==> src/rtl/wbdepp_pkg.sv <==
// Shared definitions for the DEPP-to-Wishbone bridge: byte register map,
// STATUS bit positions, FSM state encoding and byte-lane helpers.
package wbdepp_pkg;

  localparam logic [7:0] REG_ADDR0  = 8'd0;
  localparam logic [7:0] REG_ADDR1  = 8'd1;
  localparam logic [7:0] REG_ADDR2  = 8'd2;
  localparam logic [7:0] REG_ADDR3  = 8'd3;
  localparam logic [7:0] REG_DATA0  = 8'd4;
  localparam logic [7:0] REG_DATA1  = 8'd5;
  localparam logic [7:0] REG_DATA2  = 8'd6;
  localparam logic [7:0] REG_DATA3  = 8'd7;
  localparam logic [7:0] REG_STATUS = 8'd8;

  localparam int STAT_BUSY = 0;
  localparam int STAT_ERR  = 1;
  localparam int STAT_INT  = 2;

  typedef enum logic [2:0] {
    ST_IDLE,
    ST_ADDR,
    ST_DATA,
    ST_WB_REQ,
    ST_WB_WAIT,
    ST_DONE
  } state_e;

  // Lane 0 is the most significant byte, matching the host's register order.
  function automatic logic [7:0] get_byte(input logic [31:0] w, input logic [1:0] idx);
    case (idx)
      2'd0:    return w[31:24];
      2'd1:    return w[23:16];
      2'd2:    return w[15:8];
      default: return w[7:0];
    endcase
  endfunction

  function automatic logic [31:0] put_byte(input logic [31:0] w, input logic [1:0] idx,
                                           input logic [7:0] b);
    logic [31:0] r;
    r = w;
    case (idx)
      2'd0:    r[31:24] = b;
      2'd1:    r[23:16] = b;
      2'd2:    r[15:8]  = b;
      default: r[7:0]   = b;
    endcase
    return r;
  endfunction

endpackage

==> src/rtl/wb_depp_bridge_sync.sv <==
// depp_sync: SYNC_STAGES-deep synchronizer for the asynchronous DEPP inputs.
// Strobes and write_n reset to their idle-high level, data resets to zero.
module depp_sync #(
  parameter int STAGES = 2
) (
  input  logic       i_clk,
  input  logic       i_rst,
  input  logic       i_astb_n,
  input  logic       i_dstb_n,
  input  logic       i_write_n,
  input  logic [7:0] i_depp,
  output logic       o_astb_n,
  output logic       o_dstb_n,
  output logic       o_write_n,
  output logic [7:0] o_depp
);

  localparam logic [10:0] RST_VAL = 11'b111_0000_0000;

  logic [STAGES-1:0][10:0] stage_q, stage_d;

  always_comb begin
    stage_d[0] = {i_astb_n, i_dstb_n, i_write_n, i_depp};
    for (int i = 1; i < STAGES; i++) stage_d[i] = stage_q[i-1];
  end

  // NOTE: sequential state uses non-blocking assignments so every stage samples its pre-edge neighbour.
  always_ff @(posedge i_clk) begin
    if (i_rst) stage_q <= {STAGES{RST_VAL}};
    else       stage_q <= stage_d;
  end

  assign {o_astb_n, o_dstb_n, o_write_n, o_depp} = stage_q[STAGES-1];

endmodule

==> src/rtl/wb_depp_bridge.sv <==
// DEPP 8-bit host port to 32-bit pipelined Wishbone master bridge.
// Build option: define WBDEPP_AUTOINC_EN to post-increment ADDR after every acked cycle.
module wb_depp_bridge
  import wbdepp_pkg::*;
#(
  parameter int SYNC_STAGES = 2,
  parameter int WB_TIMEOUT  = 255
) (
  input  logic        i_clk,
  input  logic        i_rst,
  input  logic        i_astb_n,
  input  logic        i_dstb_n,
  input  logic        i_write_n,
  input  logic [7:0]  i_depp,
  output logic [7:0]  o_depp,
  output logic        o_wait,
  output logic        o_wb_cyc,
  output logic        o_wb_stb,
  output logic        o_wb_we,
  output logic [31:0] o_wb_addr,
  output logic [31:0] o_wb_data,
  input  logic        i_wb_ack,
  input  logic        i_wb_stall,
  input  logic        i_wb_err,
  input  logic [31:0] i_wb_data,
  input  logic        i_int
);

  localparam int TMO_W = $clog2(WB_TIMEOUT + 1);
  localparam logic [TMO_W-1:0] TMO_LAST = TMO_W'(WB_TIMEOUT - 1);

  logic       astb_s, dstb_s, write_n_s;
  logic [7:0] depp_s;

  depp_sync #(.STAGES(SYNC_STAGES)) u_sync (
    .i_clk     (i_clk),
    .i_rst     (i_rst),
    .i_astb_n  (i_astb_n),
    .i_dstb_n  (i_dstb_n),
    .i_write_n (i_write_n),
    .i_depp    (i_depp),
    .o_astb_n  (astb_s),
    .o_dstb_n  (dstb_s),
    .o_write_n (write_n_s),
    .o_depp    (depp_s)
  );

  state_e           state_q, state_d;
  logic [7:0]       sel_q, sel_d, depp_q, depp_d;
  logic [31:0]      addr_q, addr_d, data_q, data_d;
  logic             err_q, err_d, int_q, int_d;
  logic             wait_q, wait_d, cyc_q, cyc_d, stb_q, stb_d, we_q, we_d;
  logic             astb_act_q, astb_act_d;
  logic [TMO_W-1:0] tmo_q, tmo_d;
  logic [7:0]       rd_byte;

  always_comb begin
    rd_byte = 8'h00;
    case (sel_q)
      REG_ADDR0, REG_ADDR1, REG_ADDR2, REG_ADDR3: rd_byte = get_byte(addr_q, sel_q[1:0]);
      REG_DATA1, REG_DATA2, REG_DATA3:            rd_byte = get_byte(data_q, sel_q[1:0]);
      REG_STATUS: begin
        rd_byte[STAT_BUSY] = cyc_q;
        rd_byte[STAT_ERR]  = err_q;
        rd_byte[STAT_INT]  = int_q;
      end
      default: ;
    endcase
  end

  // NOTE: every _d defaults to its _q first, so no path through the case infers a latch.
  always_comb begin
    state_d = state_q;  sel_d = sel_q;    depp_d = depp_q;
    addr_d  = addr_q;   data_d = data_q;  err_d = err_q;    int_d = int_q;
    wait_d  = wait_q;   cyc_d = cyc_q;    stb_d = stb_q;    we_d = we_q;
    astb_act_d = astb_act_q;
    tmo_d   = tmo_q;

    case (state_q)
      ST_IDLE: begin
        if (!astb_s) begin
          astb_act_d = 1'b1;
          state_d    = ST_ADDR;
        end else if (!dstb_s) begin
          astb_act_d = 1'b0;
          state_d    = ST_DATA;
        end
      end
      ST_ADDR: begin
        if (!write_n_s) sel_d  = depp_s;
        else            depp_d = sel_q;
        wait_d  = 1'b1;
        state_d = ST_DONE;
      end
      ST_DATA: begin
        if (!write_n_s) begin
          if (sel_q <= REG_ADDR3)      addr_d = put_byte(addr_q, sel_q[1:0], depp_s);
          else if (sel_q <= REG_DATA3) data_d = put_byte(data_q, sel_q[1:0], depp_s);
        end
        if ((!write_n_s && sel_q == REG_DATA3) || (write_n_s && sel_q == REG_DATA0)) begin
          cyc_d   = 1'b1;
          stb_d   = 1'b1;
          we_d    = !write_n_s;
          tmo_d   = '0;
          state_d = ST_WB_REQ;
        end else begin
          if (write_n_s) depp_d = rd_byte;
          // Sticky flags clear only after the STATUS byte above has been captured.
          if (write_n_s && sel_q == REG_STATUS) begin
            err_d = 1'b0;
            int_d = 1'b0;
          end
          wait_d  = 1'b1;
          state_d = ST_DONE;
        end
      end
      ST_WB_REQ, ST_WB_WAIT: begin
        if (tmo_q == TMO_LAST || (state_q == ST_WB_WAIT && i_wb_err)) begin
          err_d = 1'b1;
          if (!we_q) depp_d = 8'h00;
          cyc_d = 1'b0;  stb_d = 1'b0;  we_d = 1'b0;
          wait_d  = 1'b1;
          state_d = ST_DONE;
        end else if (state_q == ST_WB_WAIT && i_wb_ack) begin
          if (!we_q) begin
            data_d = i_wb_data;
            depp_d = i_wb_data[31:24];
          end
`ifdef WBDEPP_AUTOINC_EN
          addr_d = addr_q + 32'd1;
`else
          addr_d = addr_q;
`endif
          cyc_d = 1'b0;  we_d = 1'b0;
          wait_d  = 1'b1;
          state_d = ST_DONE;
        end else begin
          tmo_d = tmo_q + 1'b1;
          if (state_q == ST_WB_REQ && !i_wb_stall) begin
            stb_d   = 1'b0;
            state_d = ST_WB_WAIT;
          end
        end
      end
      ST_DONE: begin
        if (astb_act_q ? astb_s : dstb_s) begin
          wait_d  = 1'b0;
          state_d = ST_IDLE;
        end
      end
      default: state_d = ST_IDLE;
    endcase

    if (i_int) int_d = 1'b1;
  end

  always_ff @(posedge i_clk) begin
    if (i_rst) begin
      state_q <= ST_IDLE;  sel_q <= '0;  depp_q <= '0;
      addr_q  <= '0;       data_q <= '0; err_q <= 1'b0;  int_q <= 1'b0;
      wait_q  <= 1'b0;     cyc_q <= 1'b0; stb_q <= 1'b0; we_q <= 1'b0;
      astb_act_q <= 1'b0;
      tmo_q   <= '0;
    end else begin
      state_q <= state_d;  sel_q <= sel_d;  depp_q <= depp_d;
      addr_q  <= addr_d;   data_q <= data_d; err_q <= err_d; int_q <= int_d;
      wait_q  <= wait_d;   cyc_q <= cyc_d;   stb_q <= stb_d; we_q <= we_d;
      astb_act_q <= astb_act_d;
      tmo_q   <= tmo_d;
    end
  end

  assign o_depp    = depp_q;
  assign o_wait    = wait_q;
  assign o_wb_cyc  = cyc_q;
  assign o_wb_stb  = stb_q;
  assign o_wb_we   = we_q;
  assign o_wb_addr = addr_q;
  assign o_wb_data = data_q;

endmodule

==> config.mk <==
export PLATFORM = sky130hd
export DESIGN_NAME = wb_depp_bridge
export DESIGN_NICKNAME = d
export VERILOG_FILES = /design/src/rtl/wbdepp_pkg.sv /design/src/rtl/wb_depp_bridge_sync.sv /design/src/rtl/wb_depp_bridge.sv
export SDC_FILE = /design/constraint.sdc
export NUM_CORES = 1
export LEC_CHECK = 0
export ABC_AREA = 1
export CAP_MARGIN = 10
export CELL_PAD_IN_SITES_DETAIL_PLACEMENT = 0
export CELL_PAD_IN_SITES_GLOBAL_PLACEMENT = 1
export CORE_MARGIN = 5
export CORE_UTILIZATION = 30
export CTS_CLUSTER_DIAMETER = 60
export DETAILED_ROUTE_END_ITERATION = 8
export PLACE_DENSITY = 0.82
export SLEW_MARGIN = 20
export SYNTH_ARGS = -nofsm -noshare
export SYNTH_HDL_FRONTEND = slang
export SYNTH_SLANG_ARGS = --single-unit
==> constraint.sdc <==
create_clock -name i_clk -period 1.75 [get_ports i_clk]
set_input_delay 0.175 -clock i_clk [delete_from_list [all_inputs] [get_ports i_clk]]
set_output_delay 0.175 -clock i_clk [all_outputs]
set_load 0.02 [all_outputs]
==> results by group <==
Timing
  – Clock Skews: 0.00754 ns
  – Maximum clock frequency: 596 MHz
  – Fin. Hold Viols: 0
  – Final Max Tran Viols: 0
  – Final min period: 1.68 ns
  – Worst hold slack: 0.222 ns
  – Final worst-path cycle share: around 96%
  – Worst Max-Slew Pin Slew: about 0.33 ns
  – Finish-stage setup viols: 0
  – Final setup margin: 0.0728 ns
  – RSZ-0062 raised after global routing: yes
  – Slew headroom: 77.5%
  – Setup TNS: 0 ns

Clock tree
  – Worst skew pair latency: roughly 0.42 ns
  – Hold-fix buffers at CTS: 0
  – Clock transition at the registers of the reported paths: 0.06 ns
  – TritonCTS buffer count: 17
  – CTS root buf: clkbuf_16
  – Maximum clock path buffer count: 2
  – Htree depth: 4
  – CTS tree: built
  – Clk sink count: 120

Status
  – Outcome: completed

Yosys
  – Distinct cells, synth: 26
  – Mapped Cells: 862
  – Syn_area_per_cell: 6.65 um2
  – Post-synthesis mux area share: 0%
  – Synth Register Bits: 120
  – Adder-cell area share of the yosys netlist: less than 1%
  – Seq/Total Area, Yosys: 41.9%
  – Synthesis Warnings: 0
  – XOR/XNOR Fraction of Synth Area: less than 1%
  – Synthesized area: 5730 um2
  – Main combinational cell family by area after synthesis: simple AND/OR/NAND/NOR gates
  – Post-Synth Simple-Gate Area: 33.5%
  – Compound-Gate Fraction of Synth Area: approximately 15%
  – Synth Net Count: between 900 and 1,000

Drt
  – First-pass DRT Iterations: 5
  – Drt wl/cell: about 16 um
  – Routed wire length: about 20,000 um
  – Post-route ant nets: 0
  – Vias: 6,191
  – Via density: between 4 and 5
  – DR iter-0 viols: 432
  – Residual DRC: 0

Critical path
  – Critical setup path kind: reg -> reg
  – Critical-path cell list: inv_1 > nand3_2 > inv_2 > buf_4 > nand2_1 > nand4_1 > nor2_4 > buf_12 > nand2_2 > nand2_2 > nor2_1
  – Crit. path cell count: 11
  – RR Endpoint: o_wb_data[5]$_SDFFE_PP0P_
  – Crit-path leading delay family: simple AND/OR/NAND/NOR gates
  – Largest stage delay, worst path: 0.37 ns
  – Worst path bufs/invs: 4
  – Worst setup SP type: flip-flop
  – Reg2reg setup slack: a little over 0.07 ns
  – Critical R2R Launch: state_q[0]$_SDFFE_PP0P_
  – Slowest CP cell: dfxtp_2
  – Depth of the most critical reg-to-reg path: 11
  – Crit path required time: just over 2 ns
  – Crit-path most repeated cell: nand2_2
  – Critical path arrival: 1.99 ns
  – Worst-path maximum fanout: 8
  – Worst Setup End Kind: flip-flop

Cells and area
  – Area added between synthesis and finish: 51.1%
  – Filler cell count: 1,920
  – Finished Cell Area: 8650 um2
  – Seq. cell area: ~2400 um2
  – Fin cells: 1,294
  – # diodes: 0
  – NumNets Final: between 1,000 and 1,500
  – Footprint of the multi-input gates: 3030 um2
  – Layout cells sized above 1: 18.8%

Global route
  – Gr usage total: 18.3%
  – Largest net degree at the start of global routing: slightly above 60
  – Initial antenna violation count: 0
  – Vias in the first global route: 6,076
  – First-pass GRT wire length: 32,000 um
  – Overflow after GRT: 0

Placement
  – Placement Cell Area: approximately 7700 um2
  – DP HPWL: 15,100 um
  – PortBufs: 124
  – Pre-CTS setup slack: -0.0397 ns
  – Inst Count DP: 1,255
  – Final GP Congestion: a little under 0.9

Power and ir drop
  – LEAKAGE: 3.55 nW
  – Cell Pwr Density: 1500 nW/um2
  – VDD IR max: ~0.75 mV

Die
  – Die X: 148 um
  – Die height: 148 um
  – Top Ports: 125
  – Std-Cell Rows: 50
  – Core area: 18,800 um2
  – Die area: roughly 22,000 um2
  – Starting Density: 30.5%

Run
  – Maxcap violations: 0

Hold path
  – Hold Startpoint: i_rst
  – Type of the worst min-delay path: in -> reg
  – Worst Hold End: u_sync.stage_d[16]$_SDFF_PP0_
  – Hold Crit Depth: 3
==> layer usage <==
| metal | GRT usage, % | vias up | wire (um) |
|---|---|---|---|
| met5 | 0 | - | 0 |
| met4 | 5.45 | 0 | 386 |
| met3 | 4.69 | 29 | 1390 |
| met2 | 29.4 | 212 | 9310 |
| met1 | 24.2 | 2800 | 9100 |
| li1 | - | 3150 | - |
==> synth_stat cells <==
library cell | instances | area share, %
buf_2 | 16 | 1.4
buf_4 | 5 | 0.66
nor3_1 | 7 | 0.61
inv_1 | 77 | 5.0
nand4_1 | 9 | 0.98
clkbuf_1 | 18 | 1.2
dfxtp_1 | 120 | 42
o21ai_0 | 61 | 5.3
or2_2 | 11 | 1.2
nor2_1 | 88 | 5.8
nand2_2 | 5 | 0.55
o21ai_1 | 4 | 0.35
nor2_4 | 4 | 0.79
nand3_1 | 75 | 6.6
o21bai_1 | 8 | 1.0
ha_1 | 2 | 0.44
o22a_1 | 5 | 0.76
o211ai_1 | 1 | 0.13
xor2_1 | 4 | 0.61
and2_1 | 1 | 0.11
nand3_2 | 2 | 0.35
inv_2 | 5 | 0.33
clkinv_1 | 1 | 0.065
a21oi_1 | 83 | 7.3
nand2_1 | 246 | 16
nor2_2 | 4 | 0.44
==> sequential cells by signal (all words and copies together) (netlist names), 3 cells and up <==
signal / count
o_wb_addr: 32
o_wb_data: 32
u_sync.stage_d: 11
o_depp: 8
sel_q: 8
tmo_q: 8
u_sync.o_depp: 8
state_q: 3
==> cell type report <==
class,instances,share of cell area [%]
Clock buffer,19,5.23
Clock inverter,13,1.94
Inverter,83,3.63
Multi-Input combinational cell,620,35.0
Sequential cell,120,27.9
Tap cell,234,3.38
Timing Repair Buffer,205,22.9
==> worst register-to-register path: stages (launching register included) <==
cell	delay (ns)
dfxtp_2	0.37
inv_1	0.09
nand3_2	0.12
inv_2	0.09
buf_4	0.15
nand2_1	0.05
nand4_1	0.15
nor2_4	0.24
buf_12	0.17
nand2_2	0.06
nand2_2	0.04
nor2_1	0.04
==> worst max-delay path by stage <==
stage | slack (ns) | end | start
CTS | 0.004 | o_wb_data[20]$_SDFFE_PP0P_ | tmo_q[0]$_SDFFE_PP0P_
global route | -0.06 | o_depp[1]$_SDFFE_PP0P_ | state_q[0]$_SDFFE_PP0P_
global placement | -0.01 | o_depp[1]$_SDFFE_PP0P_ | i_wb_err
finish | 0.07 | o_wb_data[5]$_SDFFE_PP0P_ | state_q[0]$_SDFFE_PP0P_
detailed placement | -0.04 | o_depp[0]$_SDFFE_PP0P_ | i_wb_err
floorplan | 0.10 | o_wb_data[5]$_SDFFE_PP0P_ | tmo_q[0]$_SDFFE_PP0P_
==> cell families (layout without fill, tap and decap cells) <==
| kind of cell | count (synthesis) | count (layout) |
|---|---|---|
| AO/OA/AOI/OAI | 162 | 162 |
| XOR/XNOR | 4 | 4 |
| adder cells (fa/ha/maj) | 2 | 2 |
| buffers and inverters | 122 | 320 |
| flip-flops | 120 | 120 |
| AND/OR/NAND/NOR | 452 | 452 |
==> where the power goes <==
part           internal (W)  switching (W)  total, W
Clock               0.00233        0.00133   0.00366
Combinational       0.00255        0.00342   0.00597
Sequential          0.00308       0.000303   0.00339
Total               0.00797        0.00505    0.0130
==> through the flow <==
stage	util, %	total power (W)
detailed placement	41.0	0.00843
floorplan	-	0.00635
CTS	44.5	0.0122
global placement	41.0	0.00843
finish	46.1	0.0130
global route	46.1	0.0138
==> placed cells by master, fill, tap and decap left out, drive strengths merged <==
cell	instances
a21oi	83
and2	1
buf	80
bufinv	3
clkbuf	21
clkdlybuf4s50	123
clkinv	5
clkinvlp	2
dfxtp	120
ha	2
inv	86
nand2	251
nand3	77
nand4	9
nor2	96
nor3	7
o211ai	1
o21ai	65
o21bai	8
o22a	5
or2	11
xor2	4
==> repair_timing <==
action / 4_1_cts / 5_1_grt
endpoints found under the setup margin: 24 / 80
gates cloned: 0 / 3
pin swaps: 2 / 16
setup buffers: 0 / 4
hold endpoints to repair: 0 / 0
gates resized for setup: 11 / 68
No activity file was read; power rests on OpenSTA's default activity.
